$ cat src/rtl/pipe_pkg.sv
// Shared types and constants for the 5-stage pipeline sequencing logic.
package pipe_pkg;

    typedef enum logic [1:0] {
        FWD_RF  = 2'b00,
        FWD_MEM = 2'b01,
        FWD_WB  = 2'b10
    } fwd_sel_e;

    localparam logic [2:0] BEQ  = 3'b000;
    localparam logic [2:0] BNE  = 3'b001;
    localparam logic [2:0] BLT  = 3'b100;
    localparam logic [2:0] BGE  = 3'b101;
    localparam logic [2:0] BLTU = 3'b110;
    localparam logic [2:0] BGEU = 3'b111;

    // Branch condition from funct3 and the EX comparator flags; undefined funct3 never branches.
    function automatic logic br_cond(input logic [2:0] funct3, input logic eq, input logic lt);
        logic c;
        c = 1'b0;
        case (funct3)
            BEQ:         c = eq;
            BNE:         c = !eq;
            BLT, BLTU:   c = lt;
            BGE, BGEU:   c = !lt;
            default:     c = 1'b0;
        endcase
        return c;
    endfunction

endpackage

$ cat src/rtl/pipe_hazard_ctrl_fwd_sel.sv
// Per-operand forwarding source select for the instruction leaving ID.
module fwd_sel
    import pipe_pkg::*;
(
    input  logic       use_i,
    input  logic [4:0] rs_i,
    input  logic       flush_i,
    input  logic       ex_valid_i,
    input  logic       ex_regwen_i,
    input  logic       ex_memread_i,
    input  logic [4:0] ex_rd_i,
    input  logic       mem_valid_i,
    input  logic       mem_regwen_i,
    input  logic [4:0] mem_rd_i,
    output fwd_sel_e   sel_o
);

    logic w_ex_hit;
    logic w_mem_hit;

    always_comb begin
        w_ex_hit  = ex_valid_i & ex_regwen_i & !ex_memread_i & (rs_i == ex_rd_i);
        w_mem_hit = mem_valid_i & mem_regwen_i & (rs_i == mem_rd_i);
        sel_o     = FWD_RF;
        // The current EX instruction is the nearer producer, so it wins over MEM.
        if (!use_i || rs_i == 5'd0 || flush_i) begin
            sel_o = FWD_RF;
        end else if (w_ex_hit) begin
            sel_o = FWD_MEM;
        end else if (w_mem_hit) begin
            sel_o = FWD_WB;
        end
    end

endmodule

$ cat src/rtl/pipe_hazard_ctrl.sv
// Pipeline sequencing: stage valids, load-use stall, branch redirect, forward selects, debug counters.
module pipe_hazard_ctrl
    import pipe_pkg::*;
#(
    parameter int unsigned CNT_W = 16
) (
    input  logic             clk_i,
    input  logic             rst_ni,
    input  logic             if_valid_i,
    input  logic [4:0]       id_rs1_i,
    input  logic [4:0]       id_rs2_i,
    input  logic             id_use_rs1_i,
    input  logic             id_use_rs2_i,
    input  logic [4:0]       ex_rd_i,
    input  logic [4:0]       mem_rd_i,
    input  logic             ex_regwen_i,
    input  logic             mem_regwen_i,
    input  logic             ex_memread_i,
    input  logic             ex_is_br_i,
    input  logic             ex_is_jmp_i,
    input  logic [2:0]       ex_funct3_i,
    input  logic             br_eq_i,
    input  logic             br_lt_i,
    output logic             br_un_o,
    output logic             pc_sel_o,
    output logic             stall_o,
    output logic             flush_id_o,
    output logic             flush_ex_o,
    output logic [1:0]       fwd_a_o,
    output logic [1:0]       fwd_b_o,
    output logic             id_valid_o,
    output logic             ex_valid_o,
    output logic             mem_valid_o,
    output logic             wb_valid_o,
    output logic [CNT_W-1:0] stall_cnt_o,
    output logic [CNT_W-1:0] flush_cnt_o
);

    logic             r_id_valid;
    logic             r_ex_valid;
    logic             r_mem_valid;
    logic             r_wb_valid;
    fwd_sel_e         r_fwd_a;
    fwd_sel_e         r_fwd_b;
    logic [CNT_W-1:0] r_stall_cnt;
    logic [CNT_W-1:0] r_flush_cnt;

    logic             w_taken;
    logic             w_lduse;
    logic             w_stall;
    logic             w_flush_ex;
    fwd_sel_e         w_fwd_a;
    fwd_sel_e         w_fwd_b;

    always_comb begin
        w_taken = r_ex_valid & (ex_is_jmp_i | (ex_is_br_i & br_cond(ex_funct3_i, br_eq_i, br_lt_i)));
        w_lduse = r_ex_valid & r_id_valid & ex_memread_i & (ex_rd_i != 5'd0)
                & ((id_use_rs1_i & (id_rs1_i == ex_rd_i)) | (id_use_rs2_i & (id_rs2_i == ex_rd_i)));
        // A redirect discards the ID instruction, so a coincident load-use stall is moot.
        w_stall    = w_lduse & !w_taken;
        w_flush_ex = w_taken | w_lduse;
    end

    fwd_sel u_fwd_a (
        .use_i        (id_use_rs1_i),
        .rs_i         (id_rs1_i),
        .flush_i      (w_flush_ex),
        .ex_valid_i   (r_ex_valid),
        .ex_regwen_i  (ex_regwen_i),
        .ex_memread_i (ex_memread_i),
        .ex_rd_i      (ex_rd_i),
        .mem_valid_i  (r_mem_valid),
        .mem_regwen_i (mem_regwen_i),
        .mem_rd_i     (mem_rd_i),
        .sel_o        (w_fwd_a)
    );

    fwd_sel u_fwd_b (
        .use_i        (id_use_rs2_i),
        .rs_i         (id_rs2_i),
        .flush_i      (w_flush_ex),
        .ex_valid_i   (r_ex_valid),
        .ex_regwen_i  (ex_regwen_i),
        .ex_memread_i (ex_memread_i),
        .ex_rd_i      (ex_rd_i),
        .mem_valid_i  (r_mem_valid),
        .mem_regwen_i (mem_regwen_i),
        .mem_rd_i     (mem_rd_i),
        .sel_o        (w_fwd_b)
    );

    always_ff @(posedge clk_i or negedge rst_ni) begin
        if (!rst_ni) begin
            r_id_valid  <= 1'b0;
            r_ex_valid  <= 1'b0;
            r_mem_valid <= 1'b0;
            r_wb_valid  <= 1'b0;
            r_fwd_a     <= FWD_RF;
            r_fwd_b     <= FWD_RF;
            r_stall_cnt <= '0;
            r_flush_cnt <= '0;
        end else begin
            if (w_taken) begin
                r_id_valid <= 1'b0;
            end else if (!w_stall) begin
                r_id_valid <= if_valid_i;
            end
            r_ex_valid  <= w_flush_ex ? 1'b0 : r_id_valid;
            r_mem_valid <= r_ex_valid;
            r_wb_valid  <= r_mem_valid;
            r_fwd_a     <= w_fwd_a;
            r_fwd_b     <= w_fwd_b;
            if (w_stall) begin
                r_stall_cnt <= r_stall_cnt + CNT_W'(1);
            end
            if (w_taken) begin
                r_flush_cnt <= r_flush_cnt + CNT_W'(1);
            end
        end
    end

    assign br_un_o     = ex_funct3_i[1];
    assign pc_sel_o    = w_taken;
    assign flush_id_o  = w_taken;
    assign flush_ex_o  = w_flush_ex;
    assign stall_o     = w_stall;
    assign fwd_a_o     = r_fwd_a;
    assign fwd_b_o     = r_fwd_b;
    assign id_valid_o  = r_id_valid;
    assign ex_valid_o  = r_ex_valid;
    assign mem_valid_o = r_mem_valid;
    assign wb_valid_o  = r_wb_valid;
    assign stall_cnt_o = r_stall_cnt;
    assign flush_cnt_o = r_flush_cnt;

endmodule

$ cat config.mk
export PLATFORM = sky130hd
export DESIGN_NAME = pipe_hazard_ctrl
export DESIGN_NICKNAME = d
export VERILOG_FILES = /design/src/rtl/pipe_pkg.sv /design/src/rtl/pipe_hazard_ctrl_fwd_sel.sv /design/src/rtl/pipe_hazard_ctrl.sv
export SDC_FILE = /design/constraint.sdc
export NUM_CORES = 1
export LEC_CHECK = 0
export BUFFER_PORTS_ARGS = -buffer_cell sky130_fd_sc_hd__buf_2
export CORE_MARGIN = 4
export CORE_UTILIZATION = 50
export DETAILED_ROUTE_END_ITERATION = 8
export GPL_TIMING_DRIVEN = 0
export PLACE_DENSITY = 0.81
export REMOVE_ABC_BUFFERS = 1
export SLEW_MARGIN = 20
export SYNTH_ARGS = -nofsm -noshare
export SYNTH_HDL_FRONTEND = slang
export SYNTH_SLANG_ARGS = --single-unit
export TNS_END_PERCENT = 50
$ cat constraint.sdc
create_clock -name clk_i -period 4 [get_ports clk_i]
set_input_delay 0.2 -clock clk_i [delete_from_list [all_inputs] [get_ports clk_i]]
set_output_delay 0.2 -clock clk_i [all_outputs]
set_load 0.03 [all_outputs]
==> Yosys cells after proc, flatten, opt, wreduce, memory -nomap -nowiden <==
Index checks and enable logic that the tools add are counted.
W data, S select, Z words.
{ "totals": {"register_bits": 40, "elab_cells": 65, "in_bits": 35} }
{ "classes": {"addsub": 2, "n_mux": 10, "n_eq_ne": 10, "n_reduce_logical": 16, "bitwise": 19} }
{ "ops": {"columns": ["operator", "count"], "rows": [
  ["$add A16 B1 Y16 const B", 2],
  ["$eq A5 B5 Y1", 4],
  ["$and A1 B1 Y1", 16],
  ["$eq A3 B3 Y1 const B", 4],
  ["$mux W2", 6],
  ["$logic_not A5 Y1", 2],
  ["$logic_not A1 Y1", 6],
  ["$reduce_bool A5 Y1", 1],
  ["$logic_or A1 B1 Y1", 4],
  ["$pmux W1 S4", 1],
  ["$reduce_or A2 Y1", 2],
  ["$eq A3 B1 Y1 const B", 1],
  ["$logic_not A3 Y1", 1],
  ["$mux W1", 3],
  ["$or A1 B1 Y1", 3],
  ["$ne A2 B1 Y1 const B", 1]
]} }

==> Depth between registers and ports, before layout <==
{ "depth": {"ltp_word": 10, "depth_mapped": 6} }

==> Modules after synthesis <==
A second synthesis with hierarchy kept.
{ "unflattened": {"hier_cells": 207, "hier_area_um2": 2208.4} }
{ "modules_own_cells": {"columns": ["mod", "seq_area_each_um2", "cells_per_inst", "instances", "area_per_inst_um2"], "rows": [
  ["pipe_hazard_ctrl", 1001.0, 167, 1, 1913.1],
  ["fwd_sel", 0.0, 20, 2, 147.6]
]} }

==> Worst setup path before layout <==
Ideal clock, no wire load.
{ "synth_timing": {"kind": "register to register", "startpoint": "register r_ex_valid (netlist: ex_valid_o)", "endpoint": "register r_stall_cnt[1] (netlist: stall_cnt_o[1])", "synth_period_minus_slack_ns": 1.976, "stages_incl_launch_ff": 4, "arrival_time_ns": 1.852, "t_required_ns": 3.875, "setup_slack_ns": 2.024, "path_cell_list": "dfrtp_1 -> nand4_1 -> nor3_2 -> mux2_2"} }
{ "synth_via": {"elab_chain_len": 5, "word_cells_on_any_way": 7, "cone_classes": "bitwise (6); reduce/logical (1)"} }
{ "synth_lines": {"columns": ["element", "line", "text"], "rows": [
  ["start, declared", "pipe_hazard_ctrl.sv:40", "logic r_ex_valid;"],
  ["start signal, assigned", "pipe_hazard_ctrl.sv:108", "r_ex_valid <= w_flush_ex ? 1'b0 : r_id_valid;"],
  ["$and A1 B1 Y1 (3 in series)", "pipe_hazard_ctrl.sv:57", "w_lduse = r_ex_valid & r_id_valid & ex_memread_i & (ex_rd_i != 5'd0)"],
  ["$and A1 B1 Y1", "pipe_hazard_ctrl.sv:58", "& ((id_use_rs1_i & (id_rs1_i == ex_rd_i)) | (id_use_rs2_i & (id_rs2_i == ex_rd_i)));"],
  ["$and A1 B1 Y1 (*)", "pipe_hazard_ctrl.sv:60", "w_stall = w_lduse & !w_taken;"],
  ["net stall_o", "pipe_hazard_ctrl.sv:26", "output logic stall_o,"],
  ["end signal, assigned", "pipe_hazard_ctrl.sv:114", "r_stall_cnt <= r_stall_cnt + CNT_W'(1);"],
  ["end, declared", "pipe_hazard_ctrl.sv:45", "logic [CNT_W-1:0] r_stall_cnt;"]
]} }
Mark *: on every way through the listed nets, which the timed path passes. The rest lies on a longest branch.
A chain may end at the register's enable or synchronous reset.

==> Worst setup path after layout <==
{ "layout_timing": {"startpoint": "register r_ex_valid (netlist: ex_valid_o)", "endpoint": "output flush_ex_o"} }
{ "layout_via": {"elab_chain_len": 5, "word_cells_on_any_way": 6, "cone_classes": "bitwise (6)"} }
{ "layout_lines": {"columns": ["element", "line", "text"], "rows": [
  ["$and A1 B1 Y1 (3 in series)", "pipe_hazard_ctrl.sv:57", null],
  ["$and A1 B1 Y1", "pipe_hazard_ctrl.sv:58", null],
  ["$or A1 B1 Y1 (*)", "pipe_hazard_ctrl.sv:61", "w_flush_ex = w_taken | w_lduse;"],
  ["end, declared", "pipe_hazard_ctrl.sv:28", "output logic flush_ex_o,"]
]} }
Every way passes the cells marked *; elsewhere a longest branch is shown, timed or not.

==> metrics.yaml <==
status:
  status: "completed"
power:
  p_total_mw: 0.921
  powerDensity_nw_per_um2: 344
  peakVddDrop_mv: 0.300
  leakage_nw: 1.41
worst_setup_path:
  cp_slowest_stage_delay_ps: 730
  cp.buffers_inverters: 1
  cp_num_cells: 3
  crit_required_ps: 3800
  cp-end-kind: "primary output"
  slowest_stage: "nand4_1"
  critPathArrivalTime_ps: 2330
  worst-path-max-fanout: 17
  critPathTopFamily: "simple AND/OR/NAND/NOR gates"
  rr_worst_depth: 3
  critPathKind: "flop to primary output"
  start_kind: "flop"
  worstPathCellList: "nand4_1, o21ai_2, buf_2"
final_layout:
  area_growth_pct: 23.6
  antenna_cells: 0
  fin_nets: 326
  drive_gt1_frac: 0.346
  fillers: 360
clock_tree:
  clock_tree.root_cell: "clkbuf_8"
  clk_pin_slew_ps: 70
  clock_latency_ps: 290
  cts_tree: "built"
  ctsHoldBuffers: 0
  cts_sinks: 40
  cts_resized: 0
  cts_buffer_depth: 2
  h-tree-depth: 2
  cts_buffers: 5
  postCtsSetupBuffers: 0
timing:
  slew_violations: 0
  setup_slack_ps: 1470
  rsz0062_at_grt: "false"
  setup_viol_count_final: 0
  fmax_ghz: 0.395
  finalSetupTns_ps: 0
  skew_ps: 7.68
  fin_crit_ps: 2530
  period_share: 0.632
  hold_viol: 0
  maxSlewHeadroom: 0.400
  tightest_slew_ps: 898
  holdWs_ps: 15.4
placement:
  place_congestion: 0.896
  io_buffer_count: 79
  dpl_worst_slack_ps: 1730
  dp_hpwl_mm: 3.85
synth:
  async_flop_share: 1.00
  synth_area_um2: 2170
  synth_top_area_share: 0.462
  synthCells: 207
  synth_area_leaders: "dfrtp_1 (46%), xor2_1 (18%), nor4_2 (4.6%), nand2_1 (3.5%), xnor2_1 (3.2%)"
  ys_warn_count: 0
  yosysUniqueCellTypes: 33
  ys_ff_latch: 40
  syn-mean-instance-area_um2: 10.5
  synth-edff-count: 0
  yosys-top-cells-count: "xor2_1 (44), dfrtp_1 (40), nand2_1 (20)"
  yosysTopAreaCell: "dfrtp_1"
  yosysMostFrequentCell: "xor2_1"
  synth_top_flop_cell: "dfrtp_1"
  seq_area_frac_synth: 0.462
global_routing:
  grt_pass1_wl_mm: 8.31
  grt_max_degree: 41
  grt-ovfl-total: 0
  grt_antenna_before_repair: 0
  groute.usage.overall: 0.198
  grt_pass1_vias: 1789
drt:
  via_per_inst: 5.36
  drt_iter0_drc: 105
  vias: 1818
  post_drt_wl_per_cell_um: 14.8
  drc_errors: 0
  drtAntennaViolNets: 0
  first_pass_iters: 4
  routed_wl_mm: 5.00
hold_path:
  min_path_type: "input pin to async pin"
die:
  core_area_um2: 4090
  die-width_um: 73.9
  rows: 23
  dieArea_um2: 5450
  start_util: 0.531
  io_pins: 80
  die_h_um: 73.9
flow_run:
  drv_cap: 0
logic make-up (layout without fill, tap and decap cells):
logic type      count (synthesis)  in the layout  synth area share
buf+inv                        10             92            0.0248
fa+ha+maj                       2              2            0.0115
simple gates                   95             95             0.259
xor+xnor                       52             52             0.210
flops                          40             40             0.462
mux                             1              1           0.00519
compound gates                  7              7            0.0277
layout by cell type (no fill, tap or decap), types with 5 or more instances in the layout:
master / n
nor4_2: 8
nand4_1: 8
nor2_1: 15
buf_2: 79
xor2_1: 44
nand3_1: 12
clkbuf_8: 5
nor4_1: 10
nor3_1: 8
inv_1: 5
xnor2_1: 8
dfrtp_1: 40
nand2_1: 20
power by group:
part / switching, mW / internal, mW / total [mW] / leakage, nW
Combinational: 0.140 / 0.0698 / 0.210 / 0.825
Clock: 0.126 / 0.118 / 0.245 / 0.0410
Sequential: 0.0351 / 0.431 / 0.466 / 0.545
Total: 0.302 / 0.620 / 0.921 / 1.41
registers in the layout, indices dropped and copies added, names as in the netlist:
name         flops
id_valid_o       1
fwd_a_o          2
fwd_b_o          2
stall_cnt_o     16
wb_valid_o       1
ex_valid_o       1
mem_valid_o      1
flush_cnt_o     16
per-stage QoR:
step | instances | utilization | cell area (um^2)
floorplan | 202 | - | 2130
global placement | 331 | 0.634 | 2590
CTS | 338 | 0.653 | 2670
detailed placement | 331 | 0.634 | 2590
finish | 339 | 0.656 | 2680
global route | 339 | 0.656 | 2680
area by class of cell:
cell class	instances	area (um^2)	area share
Timing Repair Buffer	80	407	0.152
Inverter	5	18.8	0.00700
Clock inverter	1	5.00	0.00187
Sequential cell	40	1000	0.373
Multi-Input combinational cell	157	1110	0.416
Clock buffer	6	72.6	0.0271
Tap cell	50	62.6	0.0233
path summary, 6_finish.rpt:
check,start,end,slack (ps)
worst max-delay path,ex_valid_o,flush_ex_o,1470
worst min-delay path,rst_ni,stall_cnt_o[10],20
worst max register to register,ex_valid_o,stall_cnt_o[1],1870
worst min register to register,mem_valid_o,wb_valid_o,440
max in group asynchronous,rst_ni,id_valid_o,3440
min in group clk_i,if_valid_i,id_valid_o,130
per-layer routing:
layer,GRT usage,up-vias,part of all wire
met5,0,-,0
met4,0.0604,0,0.012
met3,0.0492,9,0.069
met2,0.318,53,0.49
met1,0.264,874,0.43
li1,-,882,-
Note: power is estimated with default switching activity, not from simulation.
